[src/rtl/fetch_stage_pkg.sv]
// ---------------------------------------------------------------------------
// fetch_stage_pkg
// Constants and types shared by the instruction-fetch stage of the 3-stage
// RV32I core:
//   FETCH_XLEN      - datapath and PC width
//   FETCH_RESET_PC  - byte address of the first instruction after reset
//   FETCH_NOP_INSTR - canonical NOP (addi x0,x0,0) placed in killed slots
//   fetch_state_e   - fetch sequencing states (S_RESET, S_FILL, S_RUN)
// Opcode constants live in the core's opcode header, not here.
// ---------------------------------------------------------------------------
package fetch_stage_pkg;

    localparam int          FETCH_XLEN      = 32;
    localparam logic [31:0] FETCH_RESET_PC  = 32'h4000_0000;
    localparam logic [31:0] FETCH_NOP_INSTR = 32'h0000_0013;

    typedef enum logic [1:0] {
        S_RESET = 2'd0,
        S_FILL  = 2'd1,
        S_RUN   = 2'd2
    } fetch_state_e;

endpackage : fetch_stage_pkg

[src/rtl/fetch_stage_pc_gen.sv]
// ---------------------------------------------------------------------------
// fetch_pc_gen
// Next-PC priority mux plus the PC register of the fetch stage.
// Ports:
//   clk            in   core clock
//   rst            in   synchronous active-high reset
//   restart        in   sequencer is in S_RESET: restart fetching at RESET_PC
//   redirect_valid in   taken branch/jump resolved downstream this cycle
//   redirect_pc    in   redirect target (low two bits ignored)
//   hold           in   re-read the current word (stall or pipeline fill)
//   next_pc        out  address issued to instruction memory this cycle
//   pc_reg         out  address issued last cycle = PC of the word on imem_rdata
// ---------------------------------------------------------------------------
module fetch_pc_gen
    import fetch_stage_pkg::*;
#(
    parameter int             XLEN     = FETCH_XLEN,
    parameter logic [XLEN-1:0] RESET_PC = XLEN'(FETCH_RESET_PC)
) (
    input  logic            clk,
    input  logic            rst,
    input  logic            restart,
    input  logic            redirect_valid,
    input  logic [XLEN-1:0] redirect_pc,
    input  logic            hold,
    output logic [XLEN-1:0] next_pc,
    output logic [XLEN-1:0] pc_reg
);

    logic [XLEN-1:0] redirect_target;

    // Targets are always word aligned; masking keeps every bit of the input in use.
    assign redirect_target = redirect_pc & ~XLEN'(3);

    // Next-PC selection in strict priority order: reset/restart, redirect,
    // hold (re-read the same word), then sequential +4 which wraps silently.
    always_comb begin
        next_pc = pc_reg + XLEN'(4);
        if (rst || restart) begin
            next_pc = RESET_PC;
        end else if (redirect_valid) begin
            next_pc = redirect_target;
        end else if (hold) begin
            next_pc = pc_reg;
        end
    end

    // pc_reg follows the issued address every cycle so it always names the
    // word that the synchronous memory returns in the following cycle.
    always_ff @(posedge clk) begin
        if (rst) begin
            pc_reg <= RESET_PC;
        end else begin
            pc_reg <= next_pc;
        end
    end

endmodule : fetch_pc_gen

[src/rtl/fetch_stage.sv]
// ---------------------------------------------------------------------------
// fetch_stage
// Instruction-fetch stage of the 3-stage RV32I core; feeds pre-decode.
// Owns the PC, the synchronous-read instruction-memory interface, and the
// kill logic that replaces wrong-path or not-yet-valid slots with a NOP.
// Ports:
//   clk, rst        core clock, synchronous active-high reset
//   stall           downstream hold: freeze PC, re-present the current word
//   redirect_valid  taken branch/jump this cycle, target on redirect_pc
//   imem_addr/en    address and read enable to instruction memory
//   imem_rdata      instruction word, valid one cycle after the address
//   instr, Opcode   instruction (or NOP) and its opcode field to pre-decode
//   pc_out          PC of the word on instr
//   instr_valid     instr is a real on-path instruction
//   fetch_cnt       delivered-instruction counter (FETCH_PERF_CNT_EN)
//   bubble_cnt      killed-slot counter while running (FETCH_PERF_CNT_EN)
// Build option: define FETCH_PERF_CNT_EN to build the performance counters;
// otherwise both counter ports read zero and no counter flops exist.
// ---------------------------------------------------------------------------
module fetch_stage
    import fetch_stage_pkg::*;
#(
    parameter int              XLEN      = FETCH_XLEN,
    parameter logic [XLEN-1:0] RESET_PC  = XLEN'(FETCH_RESET_PC),
    parameter logic [XLEN-1:0] NOP_INSTR = XLEN'(FETCH_NOP_INSTR)
) (
    input  logic            clk,
    input  logic            rst,
    input  logic            stall,
    input  logic            redirect_valid,
    input  logic [XLEN-1:0] redirect_pc,
    output logic [XLEN-1:0] imem_addr,
    output logic            imem_en,
    input  logic [XLEN-1:0] imem_rdata,
    output logic [XLEN-1:0] instr,
    output logic [6:0]      Opcode,
    output logic [XLEN-1:0] pc_out,
    output logic            instr_valid,
    output logic [31:0]     fetch_cnt,
    output logic [31:0]     bubble_cnt
);

    fetch_state_e    state;
    fetch_state_e    next_state;
    logic [XLEN-1:0] next_pc;
    logic [XLEN-1:0] pc_reg;
    logic            kill;

    // State register: reset wins from any state, even mid-stall or mid-redirect.
    always_ff @(posedge clk) begin
        if (rst) begin
            state <= S_RESET;
        end else begin
            state <= next_state;
        end
    end

    // Sequencing: one cycle to issue RESET_PC, one fill cycle while that word
    // is read, then run forever.
    always_comb begin
        next_state = state;
        case (state)
            S_RESET: next_state = S_FILL;
            S_FILL:  next_state = S_RUN;
            S_RUN:   next_state = S_RUN;
            default: next_state = S_RESET;
        endcase
    end

    // During the fill cycle the word on imem_rdata is killed, so the same
    // address is re-read to deliver RESET_PC as the first valid instruction.
    // A redirect during fill still takes priority inside the PC generator.
    fetch_pc_gen #(
        .XLEN     (XLEN),
        .RESET_PC (RESET_PC)
    ) u_pc_gen (
        .clk            (clk),
        .rst            (rst),
        .restart        (state == S_RESET),
        .redirect_valid (redirect_valid),
        .redirect_pc    (redirect_pc),
        .hold           (stall || (state == S_FILL)),
        .next_pc        (next_pc),
        .pc_reg         (pc_reg)
    );

    // A slot is killed before the pipe is running, when a redirect makes the
    // word on imem_rdata wrong-path, and while reset is asserted.
    always_comb begin
        kill        = rst || (state != S_RUN) || redirect_valid;
        instr       = kill ? NOP_INSTR : imem_rdata;
        instr_valid = !kill;
        pc_out      = rst ? RESET_PC : pc_reg;
        imem_addr   = next_pc;
        imem_en     = 1'b1;
    end

    assign Opcode = instr[6:0];

`ifdef FETCH_PERF_CNT_EN
    logic [31:0] fetch_cnt_q;
    logic [31:0] bubble_cnt_q;

    // Delivered instructions count once each (not per stalled repeat);
    // bubbles count killed slots only once the pipe is running.
    always_ff @(posedge clk) begin
        if (rst) begin
            fetch_cnt_q  <= 32'd0;
            bubble_cnt_q <= 32'd0;
        end else begin
            if (instr_valid && !stall) begin
                fetch_cnt_q <= fetch_cnt_q + 32'd1;
            end
            if ((state == S_RUN) && kill) begin
                bubble_cnt_q <= bubble_cnt_q + 32'd1;
            end
        end
    end

    assign fetch_cnt  = fetch_cnt_q;
    assign bubble_cnt = bubble_cnt_q;
`else
    assign fetch_cnt  = 32'd0;
    assign bubble_cnt = 32'd0;
`endif

endmodule : fetch_stage

[config.mk]
export PLATFORM = sky130hd
export DESIGN_NAME = fetch_stage
export DESIGN_NICKNAME = d
export VERILOG_FILES = /design/src/rtl/fetch_stage_pkg.sv /design/src/rtl/fetch_stage_pc_gen.sv /design/src/rtl/fetch_stage.sv
export SDC_FILE = /design/constraint.sdc
export NUM_CORES = 1
export LEC_CHECK = 0
export BUFFER_PORTS_ARGS = -buffer_cell sky130_fd_sc_hd__clkbuf_2
export CORE_AREA = 2 2 91 93
export DETAILED_ROUTE_END_ITERATION = 8
export DIE_AREA = 0 0 93 95
export GPL_TIMING_DRIVEN = 0
export PLACE_DENSITY = 0.78
export SYNTH_ARGS = -nofsm -noshare
export SYNTH_HDL_FRONTEND = slang
export SYNTH_SLANG_ARGS = --single-unit
[constraint.sdc]
create_clock -name clk -period 4.2 [get_ports clk]
set_clock_uncertainty 0.2 [all_clocks]
set_input_delay 0.84 -clock clk [delete_from_list [all_inputs] [get_ports clk]]
set_output_delay 0.84 -clock clk [all_outputs]
set_load 0.1 [all_outputs]
[Word level (Yosys, flattened, before mapping)]
Index checks and enable logic that the tools add are counted.
Storage, ports and cells
  bits in registers: 34
  bits of input ports: 68
  output and inout bits: 169
  logic and storage cells: 19
Cells by class
  add/subtract/negate cells: 1
  equal/unequal tests: 3
  muxes and demuxes: 6
  reductions and logical operators: 7
Operators with widths (number)
  $mux 32: 5
  $add 32x3->32 const B: 1
  $logic_or 1x1->1: 4
  $pmux 2 s2: 1
  $eq 2x1->1 const B: 1
  $eq 2x2->1 const B: 1
  $logic_not 2->1: 1
  $ne 2x2->1 const B: 1
  $reduce_or 2->1: 1
  $logic_not 1->1: 1

[Logic depth before layout (Yosys ltp)]
  depth after elaboration: 5
  mapped depth: 7
  depth with buffers taken out: 7

[Modules after synthesis]
Synthesis repeated with hierarchy kept, for this count alone.
Second synthesis, totals
  cell total of the unflattened synthesis: 414
  area, all modules: 3241.9 um^2
By module, submodules not included
  fetch_pc_gen: times used 1, cells an instance 252, area an instance 1991.9 um^2, seq. area each 640.6 um^2
  fetch_stage: times used 1, cells an instance 162, area an instance 1249.9 um^2, seq. area each 40.0 um^2

[Worst setup path before layout]
No wires, ideal clock.
  kind: input to output
  start point: in rst
  end point: out imem_addr[0]
  arrival time: 4.715 ns
  required time: 3.160 ns
  setup slack: -1.555 ns
  stages: 3
  buffers on the path: 1
  path through: clkbuf_1 nor2b_1 nor3b_1
On the way
  word-level cells in the longest chain between the ends: 2
Ends and longest elaborated chain
  start: declaration: line fetch_stage.sv:28  | input logic rst,
  $logic_or 1x1->1: line fetch_stage_pc_gen.sv:39  | if (rst || restart) begin
  $mux 32: line fetch_stage_pc_gen.sv:39
  end: declaration: line fetch_stage.sv:32  | output logic [XLEN-1:0] imem_addr,
No other way between the ends.

[Final worst setup path]
  start point: in stall
  end point: out imem_addr[18]
On the way
  word-level cells in the longest chain between the ends: 4
Ends and longest elaborated chain
  start: declaration: line fetch_stage.sv:29  | input logic stall,
  $logic_or 1x1->1: line fetch_stage.sv:82  | .hold (stall || (state == S_FILL)),
  $mux 32: line fetch_stage_pc_gen.sv:43  | end else if (hold) begin
  $mux 32: line fetch_stage_pc_gen.sv:41  | end else if (redirect_valid) begin
  $mux 32: line fetch_stage_pc_gen.sv:39
No other way between the ends.

==> results.py <==
metrics = {
    "die": {
        "num_rows": 33,
        "die-area_um2": 8840,
        "start_util_pct": 37.2,
        "ios": 237,
        "die_y_um": 95,
        "die_w_um": 93,
        "coreArea_um2": 7930,
    },
    "power": {
        "finalPower_mw": 1.55,
        "p_leak_nw": 2.23,
        "p_per_area_nw_per_um2": 356,
        "vdd_drop_max_v": 0.000222,
    },
    "min_path": {
        "worstHoldStart": "u_pc_gen.pc_reg[1]",
        "min_path_cells": 2,
        "min_to": "u_pc_gen.pc_reg[1]",
        "worstHoldPathType": "flop to flop",
    },
    "yosys": {
        "ys_async_sr_fraction_pct": 0,
        "syn_area_um2": 2950,
        "synth_top_area_share_pct": 23.1,
        "synthMostInstantiatedCell": "buf_4",
        "ys.flop_type": "dfxtp_1",
        "synth_cell_type_count": 35,
        "syn_avg_cell_area_um2": 7.52,
        "synth_area_leader_cell": "dfxtp_1",
        "synth_area_leaders": "dfxtp_1, buf_4, nor2b_1",
        "syn_inst": 392,
        "synth_seq_cells": 34,
        "ys_seq_area_share_pct": 23.1,
        "ys_warn_count": 0,
        "synth_common_cells": "buf_4, a21oi_1, dfxtp_1, nor2b_1, and2_1",
        "synth-edff-count": 0,
    },
    "clock_tree": {
        "tritoncts": "done",
        "htree_levels": 2,
        "cts_setup_buffers": 0,
        "clockBufferDepth": 2,
        "clock-sinks": 34,
        "clkSlewWorstSetupHoldPaths_ns": 0.07,
        "clock_latency_ns": 0.29,
        "clock_tree.root_cell": "clkbuf_8",
        "numCtsBuffers": 5,
    },
    "placed_design": {
        "globalplace.congestion": 0.873,
        "dp_hpwl_um": 8530,
        "dp_cells": 728,
        "preCtsSetupSlack_ns": 0.0659,
        "port_buffers": 168,
    },
    "final_layout": {
        "area_growth_pct": 47.5,
        "fillers": 817,
        "largest_reg_flops": 32,
        "drive_gt1_share_pct": 43.6,
        "fin_cells": 736,
        "finalNetCount": 702,
        "antenna_cells": 0,
    },
    "setup_path": {
        "reg2reg_slack_ns": 1.55,
        "required_ns": 3.16,
        "cp_cell_sequence": "clkbuf_2 > or3b_4 > nor4_4 > nand4_1 > xor2_1 > a211oi_4 > clkbuf_2",
        "cp-end-kind": "output pin",
        "path_class": "input pin to output pin",
        "rr_startpoint": "state[1]",
        "cp_common_cell": "clkbuf_2",
        "r2r_end": "u_pc_gen.pc_reg[30]",
        "crit_path_max_incr_delay_ns": 0.49,
        "path_delay_family": "simple AND/OR/NAND/NOR gates",
        "critPathLaunchType": "input pin",
        "cp.arrival_ns": 2.96,
        "cp_num_buf_inv": 2,
        "cpMaxStageDelayCell": "clkbuf_2",
        "reg2reg_depth": 7,
        "crit_path_max_fanout": 7,
    },
    "outcome": {
        "status": "completed",
    },
    "timing": {
        "setup_viol": 0,
        "fin_crit_sh_pct": 95.1,
        "rsz0062_at_grt": "false",
        "worst_pin_slew_ns": 0.760,
        "max-slew-margin-rel_pct": 49.4,
        "layout_setup_ws_ns": 0.204,
        "period_minus_slack_ns": 4.00,
        "slew_viol_final": 0,
        "timing.fmax_ghz": 0.250,
        "hold_viol": 0,
    },
    "route": {
        "routed_wl_um": 10100,
        "vias_per_cell": 4.48,
        "firstDrtPassIters": 4,
        "routedWlPerCell_um": 13.7,
        "ant_nets": 0,
        "via_count": 3300,
        "drc_errors": 0,
        "drt_iter0_markers": 86,
    },
    "global_route": {
        "use_met1_pct": 22.5,
        "grt-busiest-layer": "met2",
        "grt_max_degree": 11,
        "grtUsageMet2_pct": 42.0,
        "first_global_vias": 2995,
        "track_usage_pct": 21.8,
        "antenna_found_initial": 0,
        "grt_pass1_wl_um": 14900,
        "use_met3_pct": 8.14,
        "grt-ovfl-total": 0,
    },
    "run": {
        "max-cap-violations": 0,
    },
}
[worst reg2reg max path: cells and delay by family, from the launching register on]
family	cells	cell delay, ns
simple gates	3	1.26
flops	1	0.33
fa+ha+maj	1	0.23
buf+inv	1	0.06
compound gates	2	0.43
[layer usage]
layer	wire length, um	share of wire, %	vias up
li1	-	-	1651
met1	3600	36	1487
met2	5330	53	158
met3	1130	11	4
met4	36	0.36	0
met5	0	0	-
[metrics by stage]
stage	setup TNS [ns]	cell area, um2	util, %	hold slack (ns)
global placement	0	4250	53.6	0.389
detailed placement	0	4250	53.6	0.395
finish	0	4350	54.8	0.399
floorplan	-1.34	3280	-	0.372
global route	0	4350	54.8	0.432
CTS	0	4340	54.8	0.406
[power breakdown]
part	internal (mW)	switching [mW]
registers	0.350	0.0302
clock network	0.132	0.124
logic	0.161	0.749
total	0.643	0.903
[cells by family (layout without fill, tap and decap cells)]
| family | after synthesis | count (layout) | share of synthesized area [%] |
|---|---|---|---|
| AOI/OAI and AO/OA | 68 | 68 | 12.9 |
| xor gates and xnor gates | 28 | 28 | 8.32 |
| adders and majority gates | 4 | 4 | 1.70 |
| buffers and inverters | 96 | 272 | 21.5 |
| DFF | 34 | 34 | 23.1 |
| muxes | 4 | 4 | 1.36 |
| other | 2 | 65 | 0.255 |
| and+or+nand+nor | 156 | 156 | 30.9 |
[final cells by class]
| cell class | instances | area [um2] | share of cell area (%) |
|---|---|---|---|
| clock inverters | 1 | 5.00 | 0.115 |
| repair buffers | 168 | 841 | 19.3 |
| well taps | 105 | 131 | 3.02 |
| clock buffers | 7 | 86.3 | 1.99 |
| multi-input cells | 325 | 1970 | 45.3 |
| flip-flops and latches | 34 | 681 | 15.7 |
| plain buffers | 92 | 621 | 14.3 |
| inverters | 4 | 15.0 | 0.345 |
[worst max-delay path by stage]
stage	startpoint	end	slack, ns	cells past startpoint
2_1_floorplan	rst	imem_addr[0]	-0.67	3
4_1_cts	stall	imem_addr[29]	0.06	7
5_1_grt	redirect_valid	instr[2]	0.02	7
3_3_place_gp	stall	imem_addr[29]	0.05	7
3_5_place_dp	stall	imem_addr[29]	0.07	7
6_report	stall	imem_addr[18]	0.20	7
[layout by cell type (no fill, tap or decap), drive strengths merged, types with 2 or more instances in the layout]
cell / count
clkbuf: 194
o21a: 2
o21ba: 2
nor2b: 33
a21oi: 35
nor2: 28
and2: 30
inv: 3
nand2: 11
or2: 3
nor4: 3
nand3: 12
mux2i: 4
and4: 3
o21ai: 20
a211oi: 4
o31ai: 4
dfxtp: 34
xor2: 15
ha: 4
nand4: 11
nor3b: 6
conb: 65
xnor2: 13
clkinv: 2
and3: 5
nor3: 4
buf: 73
nand2b: 3
[what timing repair did]
action                                  4_1_cts  5_1_grt
endpoints found under the setup margin        0        4
hold buffers                                  0        0
gates resized for setup                       0        1
Note: power is estimated with default switching activity, not from simulation.
